<file path="src/rtl/sic_issue_dispatch.sv">
// Packet FIFO feeding NUM_SICS execution units: one round-robin dispatch per cycle, issue_id tagged.
// Optional DISPATCH_BYPASS_EN: an incoming packet goes straight to a waiting SIC when the FIFO is empty.
module sic_issue_dispatch #(
   parameter int NUM_SICS   = 4,
   parameter int PKT_W      = 64,
   parameter int ID_WIDTH   = 8,
   parameter int FIFO_DEPTH = 4
) (
   input  logic                          clk,
   input  logic                          rst_n,
   input  logic                          in_valid,
   output logic                          in_ready,
   input  logic [PKT_W-1:0]              in_pkt,
   input  logic                          flush,
   input  logic [NUM_SICS-1:0]           sic_req_instr,
   output logic [NUM_SICS-1:0]           sic_pkt_valid,
   output logic [PKT_W-1:0]              sic_pkt,
   output logic [ID_WIDTH-1:0]           sic_issue_id,
   output logic [$clog2(FIFO_DEPTH):0]   fifo_count
);

   localparam int PTR_W = $clog2(FIFO_DEPTH);
   localparam int CNT_W = PTR_W + 1;
   localparam int SEL_W = (NUM_SICS > 1) ? $clog2(NUM_SICS) : 1;
   localparam logic [CNT_W-1:0] FULL_COUNT = CNT_W'(FIFO_DEPTH);
   localparam logic [SEL_W-1:0] LAST_SIC   = SEL_W'(NUM_SICS - 1);

   logic [PKT_W-1:0]    mem_q [FIFO_DEPTH];
   logic [PTR_W-1:0]    wr_ptr_q, wr_ptr_d;
   logic [PTR_W-1:0]    rd_ptr_q, rd_ptr_d;
   logic [CNT_W-1:0]    count_q, count_d;
   logic [SEL_W-1:0]    rr_ptr_q, rr_ptr_d;
   logic [ID_WIDTH-1:0] id_cnt_q, id_cnt_d;
   logic [NUM_SICS-1:0] valid_q, valid_d;
   logic [PKT_W-1:0]    pkt_q, pkt_d;
   logic [ID_WIDTH-1:0] issue_id_q, issue_id_d;

   logic                fifo_empty;
   logic                fifo_full;
   logic [NUM_SICS-1:0] cand;
   logic                grant_found;
   logic [SEL_W-1:0]    grant_idx;
   logic                bypass;
   logic                pop;
   logic                push;
   logic                dispatch;

   assign fifo_empty = (count_q == '0);
   assign fifo_full  = (count_q == FULL_COUNT);
   assign in_ready   = !fifo_full;

   // A SIC whose pulse is on the bus this cycle may still show its stale request.
   assign cand = sic_req_instr & ~valid_q;

   // Round-robin search: first candidate at or after rr_ptr_q, wrapping.
   always_comb begin
      int               idx;
      logic [SEL_W-1:0] sel;
      // NOTE: every comb output gets a default before any branch so no latch is inferred.
      grant_found = 1'b0;
      grant_idx   = '0;
      idx         = 0;
      sel         = '0;
      for (int i = 0; i < NUM_SICS; i++) begin
         idx = int'(rr_ptr_q) + i;
         if (idx >= NUM_SICS) idx = idx - NUM_SICS;
         sel = SEL_W'(idx);
         if (!grant_found && cand[sel]) begin
            grant_found = 1'b1;
            grant_idx   = sel;
         end
      end
   end

`ifdef DISPATCH_BYPASS_EN
   assign bypass = fifo_empty && in_valid && grant_found && !flush;
`else
   assign bypass = 1'b0;
`endif

   assign pop      = !fifo_empty && grant_found && !flush;
   assign dispatch = pop || bypass;
   assign push     = in_valid && !fifo_full && !flush && !bypass;

   always_comb begin
      wr_ptr_d   = wr_ptr_q;
      rd_ptr_d   = rd_ptr_q;
      count_d    = count_q;
      rr_ptr_d   = rr_ptr_q;
      id_cnt_d   = id_cnt_q;
      valid_d    = '0;
      pkt_d      = pkt_q;
      issue_id_d = issue_id_q;

      if (flush) begin
         wr_ptr_d = '0;
         rd_ptr_d = '0;
         count_d  = '0;
      end else begin
         if (push) wr_ptr_d = wr_ptr_q + 1'b1;
         if (pop)  rd_ptr_d = rd_ptr_q + 1'b1;
         case ({push, pop})
            2'b10:   count_d = count_q + 1'b1;
            2'b01:   count_d = count_q - 1'b1;
            default: count_d = count_q;
         endcase
      end

      if (dispatch) begin
         valid_d[grant_idx] = 1'b1;
         pkt_d              = bypass ? in_pkt : mem_q[rd_ptr_q];
         issue_id_d         = id_cnt_q;
         id_cnt_d           = id_cnt_q + 1'b1;
         rr_ptr_d           = (grant_idx == LAST_SIC) ? '0 : grant_idx + 1'b1;
      end
   end

   always_ff @(posedge clk or negedge rst_n) begin
      if (!rst_n) begin
         wr_ptr_q   <= '0;
         rd_ptr_q   <= '0;
         count_q    <= '0;
         rr_ptr_q   <= '0;
         id_cnt_q   <= '0;
         valid_q    <= '0;
         pkt_q      <= '0;
         issue_id_q <= '0;
      end else begin
         // NOTE: non-blocking assignments so every register samples pre-edge values.
         wr_ptr_q   <= wr_ptr_d;
         rd_ptr_q   <= rd_ptr_d;
         count_q    <= count_d;
         rr_ptr_q   <= rr_ptr_d;
         id_cnt_q   <= id_cnt_d;
         valid_q    <= valid_d;
         pkt_q      <= pkt_d;
         issue_id_q <= issue_id_d;
      end
   end

   // NOTE: packet storage has no reset; count/pointers alone define which entries are live.
   always_ff @(posedge clk) begin
      if (push) mem_q[wr_ptr_q] <= in_pkt;
   end

   assign sic_pkt_valid = valid_q;
   assign sic_pkt       = pkt_q;
   assign sic_issue_id  = issue_id_q;
   assign fifo_count    = count_q;

endmodule

</file>
<file path="config.mk">
export PLATFORM = sky130hd
export DESIGN_NAME = sic_issue_dispatch
export DESIGN_NICKNAME = d
export VERILOG_FILES = /design/src/rtl/sic_issue_dispatch.sv
export SDC_FILE = /design/constraint.sdc
export NUM_CORES = 1
export LEC_CHECK = 0
export ABC_CLOCK_PERIOD_IN_PS = 3450
export CAP_MARGIN = 20
export CORE_ASPECT_RATIO = 0.7
export CORE_MARGIN = 10
export CORE_UTILIZATION = 51
export CTS_CLUSTER_DIAMETER = 50
export CTS_CLUSTER_SIZE = 25
export DETAILED_ROUTE_END_ITERATION = 10
export HOLD_SLACK_MARGIN = 0.12
export PLACE_DENSITY_LB_ADDON = 0.15
export SLEW_MARGIN = 20
export SYNTH_ARGS = -nofsm -noshare
export SYNTH_HDL_FRONTEND = slang
export SYNTH_SLANG_ARGS = --single-unit
</file>
<file path="constraint.sdc">
create_clock -name clk -period 3.45 [get_ports clk]
set_clock_uncertainty 0.1 [all_clocks]
set_input_delay 0.8625 -clock clk [delete_from_list [all_inputs] [get_ports clk]]
set_output_delay 0.8625 -clock clk [all_outputs]
set_load 0.01 [all_outputs]
</file>
After elaboration in Yosys (flattened, before gate mapping)
Memories as Yosys holds them, arrays and structs flattened. A register that Yosys moved wholly into a read port is not among the register bits.
Cells that the tools add are included.
{ "word_totals": {"register_bits": 29, "latch_bits": 0, "mem_bits_rw": 256, "rom_bits": 0, "inputBits": 72, "out_inout_bits": 80, "memories": 1} }
{ "memory_table": {"columns": ["memory", "depth", "word_bits", "read_ports", "rd_clocked_by_memory_dff", "wr", "line_no", "source"], "rows": [
  ["mem_q", 4, 64, 1, 1, 1, "28", "logic [PKT_W-1:0] mem_q [FIFO_DEPTH];"]
]} }
{ "classes": {"n_addsub": 13, "mul": 0, "n_div": 0, "order_cmp": 10, "eq_ne": 4, "n_shift": 0, "mux": 32, "bitwise": 2, "reduce_logical": 19} }
{ "op_table": {"columns": ["operator", "n"], "rows": [
  ["two-way mux 2 bit", 13],
  ["< comparator 2 x 3 -> 1 bit, second input constant", 5],
  ["two-way mux 1 bit", 11],
  ["greater-or-equal comparator 3 bit, second input constant", 3],
  ["adder 8 x 1 -> 8 bit, second input constant", 1],
  ["binary-select mux 1 bit (select 2 bit)", 4],
  ["logical AND 1 bit", 8],
  ["subtractor 2 x 1 -> 2 bit, second input constant", 4],
  ["logical NOT 1 bit", 7],
  ["adder 2 x 1 -> 2 bit, second input constant", 3],
  ["adder 2 x 2 -> 3 bit, second input constant", 2],
  ["one-hot mux 3 bit (2 select lines)", 1],
  ["bitwise AND 4 bit", 1],
  ["== test 2 bit, second input constant", 2],
  ["two-way mux 4 bit", 1],
  ["inverter 4 bit", 1],
  ["nonzero test 2 bit", 2],
  ["adder 2 x 1 -> 3 bit, second input constant", 1],
  ["adder 3 x 1 -> 3 bit, second input constant", 1],
  ["== test 3 bit, second input constant", 1],
  ["greater-or-equal comparator 2 x 3 -> 1 bit, second input constant", 1],
  ["logical NOT 3 bit", 1],
  ["two-way mux 3 bit", 1],
  ["nonzero test 3 bit", 1],
  ["4 further kinds", 4]
]} }

Longest topological paths before layout
Gate-level depths: netlist (run 1).
{ "depth": {"word_depth": 19, "mapped_depth": 9, "ltp_nobuf": 8} }

Worst setup path before layout (run 1)
Ideal clock, no wire load.
{ "synth_path": {"kind": "input port to flip-flop", "from": "input port in_valid", "to": "memory mem_q[0][0], enable pin", "setup_time_ns": 0.429, "arrival_time_ns": 3.019, "t_required_ns": 2.921, "setup_slack_ns": -0.098, "cell_stages": 4, "path_buffers": 1, "cell_sequence": "clkbuf_1 -> nand2_1 -> nor2_1 -> and2_1"} }
{ "synth_between": {"elab_chain_cells": 4} }
{ "synth_lines": {"columns": ["element", "line_no", "source"], "rows": [
  ["start, declared", "11", "input logic in_valid,"],
  ["logical AND 1 bit (2 in series)", "83", "assign push = in_valid && !fifo_full && !flush && !bypass;"],
  ["two-way mux 1 bit", "143", "if (push) mem_q[wr_ptr_q] <= in_pkt;"],
  ["two-way mux 1 bit (implied by the code)", "143", null],
  ["end, declared", "28", null]
]} }
Every way passes these cells.

Worst setup path after layout (run 1)
{ "layout_path": {"from": "register count_q[0] (netlist: fifo_count[0])", "to": "output port in_ready"} }
{ "layout_between": {"elab_chain_cells": 2} }
{ "layout_lines": {"columns": ["element", "line_no", "source"], "rows": [
  ["start, declared", "31", "logic [CNT_W-1:0] count_q, count_d;"],
  ["start signal, assigned", "132", "count_q <= count_d;"],
  ["== test 3 bit", "49", "assign fifo_full = (count_q == FULL_COUNT);"],
  ["logical NOT 1 bit", "50", "assign in_ready = !fifo_full;"],
  ["end, declared", "12", "output logic in_ready,"]
]} }
Every way passes these cells.

==> results of run 1 <==
-- per-layer routing --
layer,part of all wire,global-route usage,vias to the layer above
met4,0.017,0.0307,4
met5,0.0015,0,-
met1,0.44,0.213,3352
met3,0.050,0.0343,36
li1,-,-,2797
met2,0.49,0.268,155
-- repair_timing --
action	in CTS	in global routing
setup buffers	0	0
hold buffers	1	0
gates resized for setup	0	0
hold endpoints to repair	7	0
-- stage by stage --
stage	utilization	power [mW]	instances	hold WS (ns)
after floorplan	-	7.43	611	0.338
after global placement	0.598	8.96	1086	0.357
after detailed placement	0.598	9.05	1086	0.374
after CTS	0.633	12.1	1132	0.392
after global routing	0.633	12.5	1132	0.403
final	0.633	12.0	1132	0.390
-- final cells by class --
type                       count  area (um2)
timing repair buffer         171        1800
sequential                   349       10000
fill                        1751        9370
multi-input combinational    231        3000
inverter                       5        18.8
tap                          331         414
clock inverter                17         229
clock buffer                  28         647
-- cell usage in the layout, fill, tap and decap left out, types with 3 or more instances in the layout --
master,Yosys,layout
clkdlybuf4s50_1,0,150
dfrtp_1,93,91
nand2_1,6,6
nand2b_1,4,4
nor4_1,4,4
mux4_2,64,64
buf_12,0,11
ha_1,9,9
clkbuf_16,0,25
and2_1,9,5
and2_4,0,4
xor2_1,7,7
nand3_1,4,4
or3_1,3,3
o221ai_1,3,3
mux2_1,35,35
nor2_1,6,6
inv_12,0,3
nor3_1,3,3
inv_1,5,5
a21oi_1,5,5
clkinv_8,0,6
buf_4,1,9
xnor2_1,4,4
mux2_2,40,40
edfxtp_1,256,256
-- sequential cells by signal, summed over array words and instances (netlist names) --
signal,count
sic_issue_id,8
id_cnt_q,8
fifo_count,3
wr_ptr_q,2
sic_pkt_valid,4
rd_ptr_q,2
sic_pkt,64
rr_ptr_q,2
mem_q,256
-- power breakdown --
part           switching (mW)  internal (mW)  total [mW]  leakage, nW
logic                    1.29           1.93        3.22         1.67
registers               0.509           5.17        5.68         3.45
clock network            1.58           1.48        3.06        0.424
-- kinds of logic after synthesis --
logic type,Yosys count,synth area share
AO/OA/AOI/OAI,17,0.0102
XOR/XNOR,11,0.00733
adder cells (fa/ha/maj),10,0.0101
buffers and inverters,31,0.0107
flip-flops,349,0.762
multiplexers,140,0.175
AND/OR/NAND/NOR,53,0.0251
-- worst max path at each step --
stage                          start            end  slack (ns)  depth (start not counted)
floorplan           sic_req_instr[3]  fifo_count[2]        0.52                          9
global placement    sic_req_instr[3]  fifo_count[2]        0.14                          9
detailed placement  sic_req_instr[2]  fifo_count[2]        0.10                          9
CTS                    fifo_count[0]       in_ready        0.42                          2
global route           fifo_count[0]       in_ready        0.37                          2
finish                 fifo_count[0]       in_ready        0.44                          2
-- worst max-delay path, stage by stage (launching register included) --
cell	delay (ns)
dfrtp_1	0.49
or3b_2	0.54
clkdlybuf4s50_1	0.51
==> results.cfg, run 1 <==
[critical_path]
worst-setup-path-type = flop to primary output
crit_fanout = 9
r2r_slack_ns = 0.97
worstSetupEndpointType = primary output
start_kind = flop
crit_required_ns = 2.49
rr_worst_depth = 8
r2r-start = sic_pkt_valid[2]
cp.arrival_ns = 2.05
timing.rr.end = fifo_count[2]

[floorplanning]
num_rows = 49
core-area_um2 = 25500
die_w_um = 212
start_util = 0.515
die_h_um = 154
num_io_pins = 152
fp.dieArea_um2 = 32700

[route]
drt_wl_total_mm = 26.0
ant_nets = 0
num_vias = 6344
viasPerCell = 5.60
avgRoutedWirePerCell_um = 23.0
drt-initial-drc-count = 296
first_pass_iters = 4
drc = 0

[clocking]
cts_sinks = 349
cts_buffers = 25
h-tree-depth = 1
clk_latency_ns = 0.53
clockBufferDepth = 3
clock-root-buffer = clkbuf_16
cts.clk_slew.worst_paths_ns = 0.09
cts_tree = built

[timing]
slew_violations = 0
grt_setup_unrepaired = false
finalHoldViolations = 0
fin_ws_ns = 0.439
fin_crit_sh = 0.873
max_freq_mhz = 332
min_period_ns = 3.01
slew_headroom = 0.298
worstMarginPinSlew_ns = 1.05
final.setup.tns_ns = 0
setup_viol = 0

[hold_path]
min_to = id_cnt_q[7]
worstHoldPathType = flop to flop
worst_hold_startpoint = id_cnt_q[7]
holdPathStages = 1

[placed_design]
post-place-ws_ns = 0.102
hpwl_mm = 16.0
gp_congestion = 0.767
dpl_cell_area_um2 = 15200
port_buffers = 151

[synthesis]
netlist_area_um2 = 13100
syn_nets = 693
yosys.area.top_type = edfxtp_1
post_synth_num_cell_types = 43
syn_area_per_cell_um2 = 21.5
async_flop_share = 0.266
postSynthCellCount = 611
synth_edf_count = 256
synth.most_common_cell = edfxtp_1
yosysWarnings = 0
synth.top_cells.by_count = edfxtp_1, dfrtp_1, mux4_2
synth_top_area_share = 0.585
synth_seq_cells = 349
synth_flop_cell = edfxtp_1
synth.area.top_cells = edfxtp_1, dfrtp_1, mux4_2
yosysSeqAreaShare = 0.762

[power_and_ir_drop]
p_leak_nw = 5.54
peakVddDrop_v = 0.000387
p_per_area_nw_per_um2 = 741

[global_routing]
grt_pass1_wl_mm = 40.7
grt_overflow_total = 0
grt_pass1_vias = 7024
grt_max_degree = 81
grt_util_all_layers = 0.160
antenna_found_initial = 2

[run]
cap_violations = 0

[finish]
drive_gt1_frac = 0.228
num_antenna_cells = 0
syn_to_final_growth_pct = 22.8
fin_area_um2 = 16100
layout.nets = 865

[outcome]
status = complete, no violations
(Power assumes the default switching activity.)
==> inputs of run 2 (changes only) <==
SETUP_SLACK_MARGIN = 0.05   (was unset)
==> results of run 2 <==
Final layout, timing and power as in run 1 (identical DEF).
